**config.mk**
```make
export PLATFORM = sky130hd
export DESIGN_NAME = mem_arbiter
export DESIGN_NICKNAME = d
export VERILOG_FILES = /design/src/rtl/mem_arbiter_pkg.sv /design/src/rtl/mem_arbiter_rr_picker.sv /design/src/rtl/mem_arbiter.sv
export SDC_FILE = /design/constraint.sdc
export NUM_CORES = 1
export LEC_CHECK = 0
export ABC_AREA = 1
export CAP_MARGIN = 20
export CORE_MARGIN = 8
export CORE_UTILIZATION = 53
export CTS_CLUSTER_SIZE = 20
export DETAILED_ROUTE_END_ITERATION = 12
export GPL_TIMING_DRIVEN = 0
export PLACE_DENSITY = 0.82
export RECOVER_POWER = 100
export SLEW_MARGIN = 25
export SYNTH_ARGS = -nofsm -noshare
export SYNTH_HDL_FRONTEND = slang
export SYNTH_HIERARCHICAL = 1
export SYNTH_SLANG_ARGS = --single-unit
```
**constraint.sdc**
```tcl
create_clock -name clk_in -period 7.9 [get_ports clk_in]
set_input_delay 0.79 -clock clk_in [delete_from_list [all_inputs] [get_ports clk_in]]
set_output_delay 0.79 -clock clk_in [all_outputs]
set_load 0.01 [all_outputs]
```
**src/rtl/mem_arbiter_pkg.sv**
```systemverilog
// Shared encodings for mem_arbiter: access sizes, FSM states, IO addresses.
package mem_arbiter_pkg;

  localparam logic [1:0] SZ_BYTE = 2'b00;
  localparam logic [1:0] SZ_HALF = 2'b01;
  localparam logic [1:0] SZ_WORD = 2'b10;

  localparam logic [31:0] IO_ADDR_UART = 32'h0003_0000;
  localparam logic [31:0] IO_ADDR_CLK  = 32'h0003_0004;

  typedef enum logic [1:0] {
    ST_IDLE    = 2'd0,
    ST_RD      = 2'd1,
    ST_WR      = 2'd2,
    ST_IO_WAIT = 2'd3
  } state_e;

  // Bytes moved by one access; the illegal encoding 2'b11 behaves as a word.
  function automatic logic [2:0] size_to_bytes(input logic [1:0] sz);
    case (sz)
      SZ_BYTE: return 3'd1;
      SZ_HALF: return 3'd2;
      SZ_WORD: return 3'd4;
      default: return 3'd4;
    endcase
  endfunction

endpackage

```
**src/rtl/mem_arbiter_rr_picker.sv**
```systemverilog
// One-hot grant picker: first requester at or after the pointer wins.
// With MEM_ARBITER_FIXED_PRIO_EN defined the search always starts at
// channel 0 (lowest index wins) and the pointer is ignored.
module mem_arbiter_rr_picker #(
  parameter int NUM_CH = 2,
  parameter int PTR_W  = 1
) (
  input  logic [NUM_CH-1:0] req_i,
  input  logic [PTR_W-1:0]  ptr_i,
  output logic [NUM_CH-1:0] gnt_o,
  output logic [PTR_W-1:0]  gnt_idx_o
);

  logic [PTR_W-1:0] start;
  logic [PTR_W-1:0] cand;
  logic             found;

`ifdef MEM_ARBITER_FIXED_PRIO_EN
  logic unused_ptr;
  assign unused_ptr = ^ptr_i;
  assign start      = '0;
`else
  assign start      = ptr_i;
`endif

  // Rotating scan from the start channel; the first hit is granted.
  always_comb begin
    gnt_o     = '0;
    gnt_idx_o = '0;
    found     = 1'b0;
    cand      = '0;
    for (int k = 0; k < NUM_CH; k++) begin
      cand = PTR_W'((int'(start) + k) % NUM_CH);
      if (!found && req_i[cand]) begin
        gnt_o[cand] = 1'b1;
        gnt_idx_o   = cand;
        found       = 1'b1;
      end
    end
  end

endmodule

```
**src/rtl/mem_arbiter.sv**
```systemverilog
// Multi-channel memory arbiter: serialises 1/2/4-byte requests onto a
// byte-wide RAM/UART bus, little-endian, with round-robin arbitration.
// Define MEM_ARBITER_FIXED_PRIO_EN for fixed lowest-index-wins priority.
module mem_arbiter
  import mem_arbiter_pkg::*;
#(
  parameter int         NUM_CH = 2,
  parameter int         ADDR_W = 32,
  parameter logic [1:0] IO_HI  = 2'b11
) (
  input  logic                           clk_in,
  input  logic                           rst_in,
  input  logic                           rdy_in,
  input  logic                           flush_in,
  input  logic [NUM_CH-1:0]              req_valid,
  input  logic [NUM_CH-1:0]              req_wr,
  input  logic [NUM_CH-1:0][1:0]         req_size,
  input  logic [NUM_CH-1:0][ADDR_W-1:0]  req_addr,
  input  logic [NUM_CH-1:0][31:0]        req_wdata,
  output logic [NUM_CH-1:0]              resp_done,
  output logic [31:0]                    resp_rdata,
  input  logic [7:0]                     mem_din,
  output logic [7:0]                     mem_dout,
  output logic [ADDR_W-1:0]              mem_a,
  output logic                           mem_wr,
  input  logic                           io_buffer_full
);

  localparam int PTR_W = (NUM_CH > 1) ? $clog2(NUM_CH) : 1;

  state_e                 state_q, state_d;
  logic [PTR_W-1:0]       rr_q, rr_d;
  logic [PTR_W-1:0]       ch_q, ch_d;
  logic [ADDR_W-1:0]      addr_q, addr_d;
  logic [3:0][7:0]        wdata_q, wdata_d;
  logic [2:0]             nb_q, nb_d;
  logic [2:0]             idx_q, idx_d;
  logic [3:0][7:0]        rbuf_q, rbuf_d;
  logic [NUM_CH-1:0]      done_q, done_d;
  logic [31:0]            rdata_q, rdata_d;
  logic [ADDR_W-1:0]      mem_a_q, mem_a_d;
  logic [7:0]             dout_q, dout_d;
  logic                   wr_q, wr_d;
  logic                   rdy_prev_q;

  logic [NUM_CH-1:0]      gnt;
  logic [PTR_W-1:0]       gnt_idx;
  logic [PTR_W-1:0]       rr_nxt;
  logic                   is_io;
  logic [2:0]             idx_nxt;

  mem_arbiter_rr_picker #(
    .NUM_CH (NUM_CH),
    .PTR_W  (PTR_W)
  ) u_pick (
    .req_i     (req_valid),
    .ptr_i     (rr_q),
    .gnt_o     (gnt),
    .gnt_idx_o (gnt_idx)
  );

  assign rr_nxt  = (gnt_idx == PTR_W'(NUM_CH - 1)) ? '0 : gnt_idx + PTR_W'(1);
  assign is_io   = (req_addr[gnt_idx][17:16] == IO_HI);
  assign idx_nxt = idx_q + 3'd1;

  // Next-state and bus-output decode for the IDLE/RD/WR/IO_WAIT machine.
  always_comb begin
    state_d = state_q;
    rr_d    = rr_q;
    ch_d    = ch_q;
    addr_d  = addr_q;
    wdata_d = wdata_q;
    nb_d    = nb_q;
    idx_d   = idx_q;
    rbuf_d  = rbuf_q;
    done_d  = '0;
    rdata_d = rdata_q;
    mem_a_d = mem_a_q;
    dout_d  = dout_q;
    wr_d    = wr_q;
    case (state_q)
      ST_IDLE: begin
        // A flush on this edge suppresses any new grant.
        if (|gnt && !flush_in) begin
          ch_d    = gnt_idx;
          rr_d    = rr_nxt;
          addr_d  = req_addr[gnt_idx];
          wdata_d = req_wdata[gnt_idx];
          nb_d    = size_to_bytes(req_size[gnt_idx]);
          idx_d   = '0;
          rbuf_d  = '0;
          mem_a_d = req_addr[gnt_idx];
          dout_d  = req_wdata[gnt_idx][7:0];
          if (!req_wr[gnt_idx]) begin
            state_d = ST_RD;
            wr_d    = 1'b0;
          end else if (is_io && io_buffer_full) begin
            state_d = ST_IO_WAIT;
            wr_d    = 1'b0;
          end else begin
            state_d = ST_WR;
            wr_d    = 1'b1;
          end
        end
      end
      ST_IO_WAIT: begin
        if (!io_buffer_full) begin
          state_d = ST_WR;
          wr_d    = 1'b1;
          idx_d   = '0;
          mem_a_d = addr_q;
          dout_d  = wdata_q[0];
        end
      end
      ST_WR: begin
        // The byte on the bus is written at this edge; advance or finish.
        if (idx_q == nb_q - 3'd1) begin
          wr_d         = 1'b0;
          done_d[ch_q] = 1'b1;
          state_d      = ST_IDLE;
        end else begin
          idx_d   = idx_nxt;
          mem_a_d = addr_q + ADDR_W'(idx_nxt);
          dout_d  = wdata_q[idx_nxt[1:0]];
        end
      end
      ST_RD: begin
        if (flush_in) begin
          state_d = ST_IDLE;
        end else if (idx_q == nb_q) begin
          done_d[ch_q] = 1'b1;
          rdata_d      = rbuf_q;
          state_d      = ST_IDLE;
        end else if (!rdy_prev_q) begin
          // First edge after a pause: the held byte may be stale, fetch it again.
          mem_a_d = addr_q + ADDR_W'(idx_q);
        end else begin
          rbuf_d[idx_q[1:0]] = mem_din;
          idx_d              = idx_nxt;
          if (idx_nxt != nb_q) mem_a_d = addr_q + ADDR_W'(idx_nxt);
        end
      end
      default: state_d = ST_IDLE;
    endcase
  end

  // State registers; everything holds while rdy_in is low.
  always_ff @(posedge clk_in or posedge rst_in) begin
    if (rst_in) begin
      state_q <= ST_IDLE;
      rr_q    <= '0;
      ch_q    <= '0;
      addr_q  <= '0;
      wdata_q <= '0;
      nb_q    <= 3'd1;
      idx_q   <= '0;
      rbuf_q  <= '0;
      done_q  <= '0;
      rdata_q <= '0;
      mem_a_q <= '0;
      dout_q  <= '0;
      wr_q    <= 1'b0;
    end else if (rdy_in) begin
      state_q <= state_d;
      rr_q    <= rr_d;
      ch_q    <= ch_d;
      addr_q  <= addr_d;
      wdata_q <= wdata_d;
      nb_q    <= nb_d;
      idx_q   <= idx_d;
      rbuf_q  <= rbuf_d;
      done_q  <= done_d;
      rdata_q <= rdata_d;
      mem_a_q <= mem_a_d;
      dout_q  <= dout_d;
      wr_q    <= wr_d;
    end
  end

  // Remembers whether the previous edge was a paused one.
  always_ff @(posedge clk_in or posedge rst_in) begin
    if (rst_in) rdy_prev_q <= 1'b1;
    else        rdy_prev_q <= rdy_in;
  end

  assign resp_done  = done_q;
  assign resp_rdata = rdata_q;
  assign mem_a      = mem_a_q;
  assign mem_dout   = dout_q;
  // Gated so a byte held across a pause is written exactly once.
  assign mem_wr     = wr_q & rdy_in;

endmodule

```
==> impl_metrics.json, run 1 <==
{
  "p_sw_mw": 2.215,
  "drv_cap": 1,
  "clkTransAtPathRegs_ns": 0.08,
  "finalNonFillerCells": 2016,
  "reg2reg_setup_slack_ns": 3.52,
  "power.density_mw_per_mm2": 340.0,
  "grt_pass1_vias": 11250,
  "crit_path_start_kind": "flip-flop",
  "worst_slew_pin_slew_ns": 3.775,
  "slew_viol_final": 83,
  "dp_worst_setup_slack_ns": 4.382,
  "fin_crit_sh_pct": 55.42,
  "worst_slack_ns": 3.522,
  "setup_viol_count_final": 0,
  "wl_mm": 39.87,
  "grt_usage_pct": 30.94,
  "synth_seq_cells": 182,
  "grt_pass1_wl_mm": 62.56,
  "cts_sinks": 182,
  "swShare_pct": 46.85,
  "synth_ff_type": "dfrtp_1",
  "row_count": 52,
  "fin_nets": 1900,
  "synth_area_mm2": 0.01098,
  "drive_gt1_share_pct": 4.639,
  "status": "finished, violations left",
  "nFillCells": 1817,
  "p_comb_share_pct": 47.8,
  "post_cts_resized": 0,
  "ys_seq_area_share_pct": 41.49,
  "cp.required_ns": 8.23,
  "vdd_drop_max_mv": 0.2526,
  "clockBufferDepth": 2,
  "port_buffers": 223,
  "initial_core_util_pct": 54.11,
  "wl_per_cell_um": 19.78,
  "vias": 11380,
  "rsz0062_at_grt": "no",
  "drtPass1Iterations": 7,
  "clockRootBuffer": "clkbuf_16",
  "finalSetupTns_ns": 0,
  "dp.cells": 1984,
  "antenna_found_initial": 0,
  "hpwl_mm": 30.32,
  "cts_tree": "built",
  "layout.cells.most_common": "nand2_1",
  "p_int_mw": 2.512,
  "cp.arrival_ns": 4.71,
  "ant_nets": 0,
  "die_area_mm2": 0.02559,
  "yosys.area.top_type": "dfrtp_1",
  "grt_max_degree": 101,
  "gp_congestion": 0.9961,
  "routed_via_density": 5.645,
  "finalHoldViolations": 0,
  "core_mm2": 0.02030,
  "cts_setup_buffers": 0,
  "clk_latency_ns": 0.45,
  "timing.fmax_mhz": 228.4,
  "seqPwrFrac_pct": 32.6,
  "regArea_mm2": 0.004557,
  "ys_warn_count": 6,
  "power.leakage_nw": 6.626,
  "crit_fanout": 12,
  "multi_input_area_mm2": 0.005441,
  "cts_made_buffers": 17,
  "clkPwrFrac_pct": 19.6,
  "async_reset_ff_share_pct": 100.0,
  "layout_common_cells": "551 x nand2_1, 180 x dfrtp_1, 170 x nand3_1, 145 x clkdlybuf4s50_1, 121 x nor2_1",
  "relSlewSlack_pct": -153.0,
  "end_kind": "flip-flop",
  "ys_types": 45,
  "violations": "capacitance limit, slew limit",
  "synth_edf_count": 0,
  "postSynthAreaPerCell_um2": 7.372,
  "fp.dieH_um": 160.0,
  "syn-instance-count": 1490,
  "critPathKind": "flip-flop to flip-flop",
  "yosysTopAreaCellShare_pct": 41.01,
  "fin_crit_ns": 4.378,
  "htree_levels": 4,
  "min_path_type": "flip-flop to flip-flop",
  "skew_ns": 0.01553,
  "die_w_um": 160.0,
  "diodes": 0,
  "postCtsHoldBufs": 0,
  "io_pins": 224,
  "drt_iter0_drc": 1167,
  "drcViolationCount": 0,
  "yosys-top-cells-area": "dfrtp_1 41%, nand2_1 19%, nand3_1 7.7%",
  "grt_overflow": 0,
  "synth_nets": 1657,
  "area_growth_pct": 26.57
}
power groups by stage:
stage                     Combinational [mW]  Clock (mW)  Sequential (mW)
final                                   2.26       0.925             1.54
after global routing                    2.50       0.960             1.58
after CTS                               2.35       0.927             1.54
after detailed placement                2.33           0             1.55
after global placement                  2.29           0             1.54
after floorplan                         1.42           0             1.52
metal layers:
metal / up-vias / part of all wire, % / track usage [%]
li1: 5335 / - / -
met1: 5379 / 42 / 41.07
met2: 585 / 43 / 46.26
met3: 82 / 11 / 9.332
met4: 0 / 3.5 / 12.70
met5: - / 0 / 0.9862
layout make-up:
class,count,share of cell area [%]
clock inverters,15,1.602
well taps,270,2.430
flip-flops and latches,182,32.78
plain buffers,70,1.953
multi-input cells,1137,39.14
inverters,101,2.790
clock buffers,17,3.060
repair buffers,224,16.25
stage by stage:
stage | hold WS (ns) | utilization [%] | instance area (um2) | total power [mW]
after CTS | 0.4853 | 70.14 | 14240 | 4.819
after global routing | 0.4927 | 68.49 | 13900 | 5.034
after global placement | 0.4629 | 66.77 | 13550 | 3.829
after detailed placement | 0.4650 | 66.94 | 13590 | 3.887
after floorplan | 0.4510 | - | 10980 | 2.938
final | 0.4778 | 68.49 | 13900 | 4.727
path summary, 6_finish.rpt:
check | from | end | cells past startpoint
max | idx_q[0]$_DFFE_PP0P_ | mem_a[13]$_DFFE_PP0P_ | 17
min | mem_a[17]$_DFFE_PP0P_ | mem_a[17]$_DFFE_PP0P_ | 2
max reg2reg | idx_q[0]$_DFFE_PP0P_ | mem_a[13]$_DFFE_PP0P_ | 17
min reg2reg | mem_a[17]$_DFFE_PP0P_ | mem_a[17]$_DFFE_PP0P_ | 2
max in group asynchronous | rst_in | mem_a[24]$_DFFE_PP0P_ | 2
min in group asynchronous | rst_in | resp_rdata[25]$_DFFE_PP0P_ | 2
registers in the layout, indices dropped and copies added (netlist names):
| register | count |
|---|---|
| nb_q | 3 |
| addr_q | 32 |
| mem_dout | 8 |
| wr_q | 1 |
| state_q | 2 |
| rdy_prev_q | 1 |
| wdata_q | 32 |
| resp_done | 2 |
| mem_a | 32 |
| ch_q | 1 |
| idx_q | 3 |
| rr_q | 1 |
| rbuf_q | 32 |
| resp_rdata | 32 |
cell usage after synthesis, types with 2 or more instances:
| master | count |
|---|---|
| a21oi_1 | 43 |
| nor2_1 | 120 |
| mux2i_1 | 3 |
| buf_6 | 8 |
| o211ai_1 | 7 |
| a31oi_1 | 12 |
| inv_2 | 4 |
| nand4_1 | 8 |
| xor2_1 | 2 |
| ha_1 | 16 |
| mux2_4 | 30 |
| clkbuf_1 | 34 |
| nand2_2 | 13 |
| o211ai_4 | 4 |
| a41oi_1 | 6 |
| nor3_1 | 11 |
| fa_1 | 2 |
| dfrtp_1 | 180 |
| o21ai_1 | 6 |
| mux2_2 | 2 |
| nand3_1 | 170 |
| o22ai_1 | 4 |
| o21ai_0 | 78 |
| inv_1 | 95 |
| a22oi_1 | 3 |
| dfstp_2 | 2 |
| nand2_1 | 550 |
| o21ai_2 | 32 |
| nor2_2 | 2 |
| buf_2 | 16 |
| buf_1 | 12 |
| o21bai_1 | 2 |
worst max-delay path, stage by stage (launching register included):
cell and delay, ns:
dfrtp_1 0.44, clkbuf_1 0.35, inv_1 0.18, clkbuf_1 0.38, ha_1 0.51, clkbuf_1 0.39, inv_1 0.08, nand2_1 0.07
nand3_1 0.09, nor2_1 0.09, nand2_1 0.06, nand3_1 0.19, nor2_1 0.14, inv_1 0.30, clkbuf_1 0.66, nor2_1 0.08
nand2_1 0.17, nand2_1 0.07
kinds of logic after synthesis:
family / after synthesis / share of synthesized area [%]
buf+inv: 171 / 6.641
compound gates: 200 / 11.65
fa+ha+maj: 18 / 2.187
simple gates: 880 / 33.07
mux: 35 / 4.579
xor+xnor: 4 / 0.3874
flops: 182 / 41.49
(Power assumes the default switching activity.)
==> inputs of run 2 (changes only) <==
Clock period 7.9 ns to 4.55 ns, I/O delays scaled along.
==> run 2 against run 1 <==
Net effect: the run ends with DRC, capacitance limit, slew limit left; non-clock buffer count grew 6; cell count grew 0.30%; clock skew shrank 0.0010 ns; sequential power grew 74%; first-iteration DRC count grew 4.6%; global-route usage grew 0.75 points; clock-buffer cell count is the same; highest routed layer is now met5; clock power grew 70%; worst setup slack lost 3.0 ns.
==> impl_metrics.json, run 2 (synthesis results as in run 1) <==
{
  "grt_overflow": 0,
  "cts_tree": "built",
  "worst_slack_ns": 0.5534,
  "gp_congestion": 1.003,
  "finalSetupTns_ns": 0,
  "grt_usage_pct": 31.68,
  "min_path_type": "flip-flop to flip-flop",
  "fp.dieH_um": 160.0,
  "die_w_um": 160.0,
  "grtUsageMet3_pct": 9.409,
  "stdcell_area_mm2": 0.01392,
  "slew_viol_final": 57,
  "clockBufferDepth": 2,
  "relSlewSlack_pct": -9.930,
  "htree_levels": 4,
  "clk_latency_ns": 0.45,
  "diodes": 0,
  "drive_gt1_share_pct": 4.909,
  "vias": 11480,
  "skew_ns": 0.01454,
  "fin_nets": 1906,
  "layout.cells.most_common": "nand2_1",
  "vdd_drop_max_mv": 0.3126,
  "setup_viol_count_final": 0,
  "routed_via_density": 5.676,
  "grt_pass1_vias": 11340,
  "cp.arrival_ns": 4.31,
  "hold-worst-slack_ns": 0.4758,
  "ant_nets": 0,
  "status": "finished, violations left",
  "grt_pass1_wl_mm": 64.14,
  "power.leakage_nw": 6.635,
  "crit_fanout": 12,
  "crit_path_start_kind": "flip-flop",
  "dp_worst_setup_slack_ns": 1.142,
  "clockRootBuffer": "clkbuf_16",
  "worst_slew_pin_slew_ns": 1.649,
  "grt.busiest_layer": "met2",
  "finalHoldViolations": 0,
  "drt_iter0_drc": 1221,
  "drcViolationCount": 1,
  "power.density_mw_per_mm2": 586.4,
  "core_mm2": 0.02030,
  "utilization_pct": 68.56,
  "critPathKind": "flip-flop to flip-flop",
  "layout_common_cells": "551 x nand2_1, 180 x dfrtp_1, 170 x nand3_1, 145 x clkdlybuf4s50_1, 120 x nor2_1",
  "clkTransAtPathRegs_ns": 0.08,
  "drv_cap": 2,
  "post_cts_resized": 0,
  "io_pins": 224,
  "placed_area_mm2": 0.01372,
  "wl_per_cell_um": 19.94,
  "row_count": 52,
  "dp.cells": 1990,
  "cts_sinks": 182,
  "met2_usage_pct": 48.83,
  "area_growth_pct": 26.70,
  "cts_setup_buffers": 0,
  "end_kind": "flip-flop",
  "wl_mm": 40.32,
  "initial_core_util_pct": 54.11,
  "port_buffers": 223,
  "timing.fmax_mhz": 250.2,
  "postCtsHoldBufs": 0,
  "drtPass1Iterations": 10,
  "grt_use_met1_pct": 42.17,
  "antenna_found_initial": 1,
  "cts_made_buffers": 17,
  "power_mw": 8.161,
  "grt_max_degree": 32,
  "violations": "DRC, capacitance limit, slew limit",
  "finalNonFillerCells": 2022,
  "cp.required_ns": 4.86,
  "die_area_mm2": 0.02559,
  "fin_crit_sh_pct": 87.84,
  "hpwl_mm": 31.20,
  "rsz0062_at_grt": "no",
  "fin_crit_ns": 3.997
}
==> run 2: cell count changes in the layout (fill, tap and decap cells not counted), sizes merged <==
cell / delta
bufinv: -1
inv: +1
clkbuf: +7
buf: -1
==> run 2: final timing paths <==
path,end,slack (ns),depth (start not counted),startpoint
min in group asynchronous,resp_rdata[24]$_DFFE_PP0P_,0.56,2,rst_in
max in group asynchronous,mem_dout[1]$_DFFE_PP0P_,1.11,5,rst_in
worst min-delay path,mem_a[8]$_DFFE_PP0P_,0.48,2,mem_a[8]$_DFFE_PP0P_
worst max register to register,mem_a[13]$_DFFE_PP0P_,0.55,17,idx_q[0]$_DFFE_PP0P_
worst max-delay path,mem_a[13]$_DFFE_PP0P_,0.55,17,idx_q[0]$_DFFE_PP0P_
worst min register to register,mem_a[8]$_DFFE_PP0P_,0.48,2,mem_a[8]$_DFFE_PP0P_
==> run 2: critical path: stages, from the launching register on <==
cell	delay, ns
dfrtp_1	0.43
clkbuf_1	0.35
inv_1	0.19
clkbuf_1	0.38
ha_1	0.50
clkbuf_1	0.41
inv_1	0.11
nand2_1	0.08
nand3_1	0.08
nor2_1	0.10
nand2_1	0.06
nand3_1	0.21
nor2_2	0.10
inv_2	0.16
buf_2	0.33
nor2_1	0.07
nand2_1	0.21
nand2_1	0.09
==> run 2: final cells by class <==
cell class,instances,area (um2)
fillers,1795,6382
multi-input cells,1137,5444
flip-flops and latches,182,4557
repair buffers,230,2291
clock buffers,17,425.4
inverters,101,387.9
well taps,270,337.8
plain buffers,70,274.0
clock inverters,15,200.2
==> run 2: per-layer routing <==
| metal | up-vias | routed length (um) |
|---|---|---|
| met5 | - | 10 |
| met4 | 2 | 935 |
| met3 | 73 | 4098 |
| met2 | 594 | 17990 |
| met1 | 5461 | 17290 |
| li1 | 5347 | - |
==> run 2: power by group <==
group	internal, mW	switching [mW]
sequential	2.19	0.492
combinational	1.36	2.55
clock	0.760	0.805
